File: src/rtl/insn_fetch_unit.sv
// Fetch stage sitting between the PC and a 1-cycle-latency instruction memory.
// It issues sequential reads, pairs each returned word with its address and
// queues the pair in a small valid/ready FIFO for decode. Redirects flush
// everything queued or in flight. Halt stops new reads but lets the queue drain.
//
// Ports:
//   clk, rst_n    clock and asynchronous active-low reset
//   imem_ra       memory read address (registered PC)
//   imem_rd       memory read data, valid one cycle after imem_ra is sampled
//   halt          stop issuing new reads
//   redirect_vld  load PC from redirect_pc and flush
//   redirect_pc   redirect target
//   out_vld       FIFO head holds an instruction
//   out_rdy       decode accepts the head entry
//   out_insn      instruction word at the FIFO head
//   out_pc        address out_insn was fetched from
module insn_fetch_unit #(
  parameter int unsigned ADDR_W     = 8,
  parameter int unsigned DATA_W     = 16,
  parameter int unsigned RESET_PC   = 0,
  parameter int unsigned LAST_ADDR  = 254,
  parameter int unsigned FIFO_DEPTH = 2
) (
  input  logic              clk,
  input  logic              rst_n,
  output logic [ADDR_W-1:0] imem_ra,
  input  logic [DATA_W-1:0] imem_rd,
  input  logic              halt,
  input  logic              redirect_vld,
  input  logic [ADDR_W-1:0] redirect_pc,
  output logic              out_vld,
  input  logic              out_rdy,
  output logic [DATA_W-1:0] out_insn,
  output logic [ADDR_W-1:0] out_pc
);

  localparam int unsigned PtrW = (FIFO_DEPTH > 1) ? $clog2(FIFO_DEPTH) : 1;
  localparam int unsigned CntW = $clog2(FIFO_DEPTH + 1);
  localparam int unsigned OccW = CntW + 1;

  localparam logic [ADDR_W-1:0] ResetPc  = ADDR_W'(RESET_PC);
  localparam logic [ADDR_W-1:0] LastAddr = ADDR_W'(LAST_ADDR);
  localparam logic [PtrW-1:0]   PtrMax   = PtrW'(FIFO_DEPTH - 1);
  localparam logic [CntW-1:0]   CntMax   = CntW'(FIFO_DEPTH);

  logic [ADDR_W-1:0] pc_q, pc_d;
  logic              inflight_q, inflight_d;
  logic [ADDR_W-1:0] inflight_pc_q, inflight_pc_d;
  logic [PtrW-1:0]   head_q, head_d;
  logic [PtrW-1:0]   tail_q, tail_d;
  logic [CntW-1:0]   count_q, count_d;

  logic [DATA_W-1:0] insn_q [FIFO_DEPTH];
  logic [ADDR_W-1:0] epc_q  [FIFO_DEPTH];

  logic              pop;
  logic              push;
  logic              issue;
  logic [OccW-1:0]   occ;

  function automatic logic [PtrW-1:0] ptr_inc(input logic [PtrW-1:0] p);
    return (p == PtrMax) ? '0 : p + 1'b1;
  endfunction

  assign imem_ra  = pc_q;
  assign out_vld  = (count_q != '0);
  assign out_insn = insn_q[head_q];
  assign out_pc   = epc_q[head_q];

  assign pop  = out_vld && out_rdy;
  // A redirect kills the word returning this cycle, so it is never captured.
  assign push = inflight_q && !redirect_vld;

  // Credits: entries held plus the read in flight, less the slot freed by a
  // pop this cycle. Pop implies count >= 1, so this never underflows.
  assign occ   = OccW'(count_q) + OccW'(inflight_q) - OccW'(pop);
  assign issue = !halt && !redirect_vld && (occ < OccW'(CntMax));

  always_comb begin
    pc_d          = pc_q;
    inflight_d    = 1'b0;
    inflight_pc_d = inflight_pc_q;
    head_d        = head_q;
    tail_d        = tail_q;
    count_d       = count_q;

    if (redirect_vld) begin
      pc_d    = redirect_pc;
      head_d  = '0;
      tail_d  = '0;
      count_d = '0;
    end else begin
      if (issue) begin
        inflight_d    = 1'b1;
        inflight_pc_d = pc_q;
        pc_d          = (pc_q == LastAddr) ? '0 : pc_q + 1'b1;
      end
      if (push) begin
        tail_d = ptr_inc(tail_q);
      end
      if (pop) begin
        head_d = ptr_inc(head_q);
      end
      if (push && !pop) begin
        count_d = count_q + 1'b1;
      end else if (pop && !push) begin
        count_d = count_q - 1'b1;
      end
    end
  end

  always_ff @(posedge clk or negedge rst_n) begin
    if (!rst_n) begin
      pc_q          <= ResetPc;
      inflight_q    <= 1'b0;
      inflight_pc_q <= '0;
      head_q        <= '0;
      tail_q        <= '0;
      count_q       <= '0;
    end else begin
      pc_q          <= pc_d;
      inflight_q    <= inflight_d;
      inflight_pc_q <= inflight_pc_d;
      head_q        <= head_d;
      tail_q        <= tail_d;
      count_q       <= count_d;
    end
  end

  always_ff @(posedge clk or negedge rst_n) begin
    if (!rst_n) begin
      for (int i = 0; i < int'(FIFO_DEPTH); i++) begin
        insn_q[i] <= '0;
        epc_q[i]  <= '0;
      end
    end else if (push) begin
      insn_q[tail_q] <= imem_rd;
      epc_q[tail_q]  <= inflight_pc_q;
    end
  end

  // The credit rule must make a push into a full FIFO impossible.
  a_no_overflow: assert property (@(posedge clk) disable iff (!rst_n)
    !(push && !pop && (count_q == CntMax)));

endmodule

File: config.mk
export PLATFORM = sky130hd
export DESIGN_NAME = insn_fetch_unit
export DESIGN_NICKNAME = d
export VERILOG_FILES = /design/src/rtl/insn_fetch_unit.sv
export SDC_FILE = /design/constraint.sdc
export NUM_CORES = 1
export LEC_CHECK = 0
export BUFFER_PORTS_ARGS = -buffer_cell sky130_fd_sc_hd__buf_2
export CAP_MARGIN = 20
export CORE_ASPECT_RATIO = 0.7
export CORE_MARGIN = 2
export CORE_UTILIZATION = 35
export DETAILED_ROUTE_END_ITERATION = 12
export HOLD_SLACK_MARGIN = 0.02
export PLACE_DENSITY_LB_ADDON = 0.2
export RECOVER_POWER = 25
export SLEW_MARGIN = 40
export SYNTH_ARGS = -nofsm -noshare
export SYNTH_HDL_FRONTEND = slang
export SYNTH_SLANG_ARGS = --single-unit
File: constraint.sdc
create_clock -name clk -period 7.65 [get_ports clk]
set_clock_uncertainty 0.05 [all_clocks]
set_input_delay 0.3825 -clock clk [delete_from_list [all_inputs] [get_ports clk]]
set_output_delay 0.3825 -clock clk [all_outputs]
set_load 0.05 [all_outputs]
==> flow_summary.json <==
{
  "dieArea_um2": 9780,
  "cts_hold_buf": 0,
  "finalSetupViolCount": 0,
  "worstSkewPairLatency_ns": 0.32,
  "seq_area_frac_synth": 0.549,
  "tns_ns": 0,
  "rows": 28,
  "cpMaxStageDelayCell": "clkbuf_1",
  "critPathMaxFanout": 69,
  "final_net_count": 343,
  "power_density_nw_per_um2": 459,
  "io_pins": 62,
  "p_total_uw": 1790,
  "cp_cell_sequence": "buf_2 > clkbuf_1",
  "post-route-period-util": 0.464,
  "drt-pass1-iter-count": 4,
  "relSlewSlack": -1.45,
  "cts-root-buf": "clkbuf_16",
  "cts_made_buffers": 9,
  "place_hpwl_mm": 4.03,
  "postSynthAreaPerCell_um2": 12.7,
  "max_freq_mhz": 282,
  "viasPerCell": 4.76,
  "fin_util": 0.454,
  "cp.required_ns": 7.18,
  "end_kind": "async pin",
  "post_dp_cell_area_um2": 3580,
  "final_cell_mix": "72 x mux2_2, 69 x dfrtp_1, 61 x buf_2",
  "rsz0062_at_grt": "false",
  "start_util": 0.367,
  "drive_above_1_share": 0.495,
  "core_um2": 8580,
  "num_vias": 2069,
  "violations": "capacitance limit, slew limit",
  "gp_congestion": 0.788,
  "grt_overflow_total": 0,
  "worst_slew_pin_slew_ns": 3.68,
  "synthToLayoutAreaGrowth_pct": 23.8,
  "slew_violations": 70,
  "drtAntennaViolNets": 0,
  "ys_warn_count": 0,
  "clk_pin_slew_ns": 0.06,
  "netlist_area_um2": 3150,
  "cpPeakStageDelay_ns": 2.57,
  "leakagePower_uw": 0.00183,
  "vdd_drop_max_uv": 217,
  "drc": 0,
  "cts_resized": 0,
  "status": "complete, but fails checks",
  "die-width_um": 117,
  "placement.io_buffers": 61,
  "hold_violations": 0,
  "stdcell_area_um2": 3890,
  "htreeDepth": 3,
  "wl_per_cell_um": 14.3,
  "criticalPathCategory": "in -> async",
  "syn_nets": 280,
  "die_h_um": 83.3,
  "cp-start-kind": "input pin",
  "fillers": 814,
  "grt_usage": 0.137,
  "diodes": 0,
  "grt_max_degree": 70,
  "grt_antenna_before_repair": 0,
  "synth_cell_types": 36,
  "max-cap-violations": 1,
  "cts_setup_buffers": 0,
  "netlist.area_leader.share": 0.549,
  "path_buf_inv": 2,
  "clk_path_buf_depth": 2,
  "hold_class": "in -> reg",
  "drt_iter0_markers": 101,
  "synth-seq-cells": 69,
  "synth_cells": 247,
  "yosysTopAreaCell": "dfrtp_1",
  "clock_sinks": 69,
  "fin_crit_ns": 3.55,
  "synthTopCellsByArea": "dfrtp_1 55%, mux2_2 26%, nand2_1 3.5%",
  "grt_pass1_wl_mm": 10.8,
  "crit_family": "buffers and inverters",
  "final_common_cell": "mux2_2",
  "grt_pass1_vias": 2137,
  "crit_arrival_ns": 3.08,
  "tritoncts": "yes",
  "drt-total-wl_mm": 6.21
}
[report_power, final]
part | leakage (uW) | internal [uW] | total, uW | switching [uW]
sequential | 0.000867 | 517 | 603 | 86.4
clock | 0.000148 | 286 | 438 | 152
combinational | 0.000814 | 261 | 745 | 484
total | 0.00183 | 1060 | 1790 | 722
[flip-flops by register name (all words and copies together), names as in the netlist]
signal / count
inflight_pc_q: 8
imem_ra: 8
inflight_q: 1
count_q: 2
insn_q: 32
epc_q: 16
head_q: 1
tail_q: 1
[layout make-up]
cell class | instances | area (um^2) | share of cell area
Timing Repair Buffer | 65 | 332 | 0.0851
Tap cell | 120 | 150 | 0.0385
Sequential cell | 69 | 1730 | 0.443
Clock inverter | 7 | 100 | 0.0257
Multi-Input combinational cell | 157 | 1330 | 0.342
Clock buffer | 9 | 225 | 0.0578
Inverter | 8 | 30.0 | 0.00771
[layer usage]
layer,wire [um],global-route usage,up-vias,part of all wire
li1,-,-,1001,-
met1,3070,0.191,1032,0.49
met2,2870,0.204,32,0.46
met3,218,0.0440,4,0.035
met4,57,0.0427,0,0.0092
met5,0,0,-,0
[cell families after synthesis]
| kind of cell | synth area share |
|---|---|
| multiplexers | 0.258 |
| AO/OA/AOI/OAI | 0.0545 |
| flip-flops | 0.549 |
| AND/OR/NAND/NOR | 0.0767 |
| XOR/XNOR | 0.0139 |
| adder cells (fa/ha/maj) | 0.0183 |
| buffers and inverters | 0.0302 |
[cell usage after synthesis]
master,count
a211oi_1,1
a21oi_1,3
a221o_1,1
a22oi_1,2
a31o_1,1
a31oi_1,3
a32oi_1,1
a41o_1,1
buf_1,1
buf_2,7
buf_6,1
clkbuf_1,4
dfrtp_1,69
fa_1,1
ha_1,3
inv_1,8
mux2_2,72
nand2_1,29
nand2b_1,1
nand3_1,3
nand3b_1,1
nand4_1,2
nor2_1,6
nor3b_2,1
nor4b_1,1
o211ai_1,1
o21ai_0,7
o221ai_1,2
o311ai_1,1
o31a_1,1
or2_2,3
or2b_1,2
or3_1,1
or4_1,1
xnor2_1,4
xor2_1,1
[metrics by stage]
stage,cells,setup slack (ns),hold slack (ns)
floorplan,247,4.70,0.0369
global placement,419,4.21,0.431
detailed placement,419,4.12,0.439
CTS,435,4.12,0.142
global route,435,3.21,0.227
finish,435,4.10,0.223
[worst paths after layout]
kind                                start    endpoint  slack (ns)  cells past startpoint
max in group clk               count_q[1]  imem_ra[4]        4.15                     11
hold reg to reg                  epc_q[5]    epc_q[5]        0.45                      1
setup reg to reg               count_q[1]  imem_ra[4]        4.15                     11
min in group asynchronous           rst_n  imem_ra[1]        1.37                      2
hold / removal             redirect_pc[2]  imem_ra[2]        0.22                      3
setup / recovery                    rst_n   insn_q[0]        4.10                      2
No activity file was read; power rests on OpenSTA's default activity.
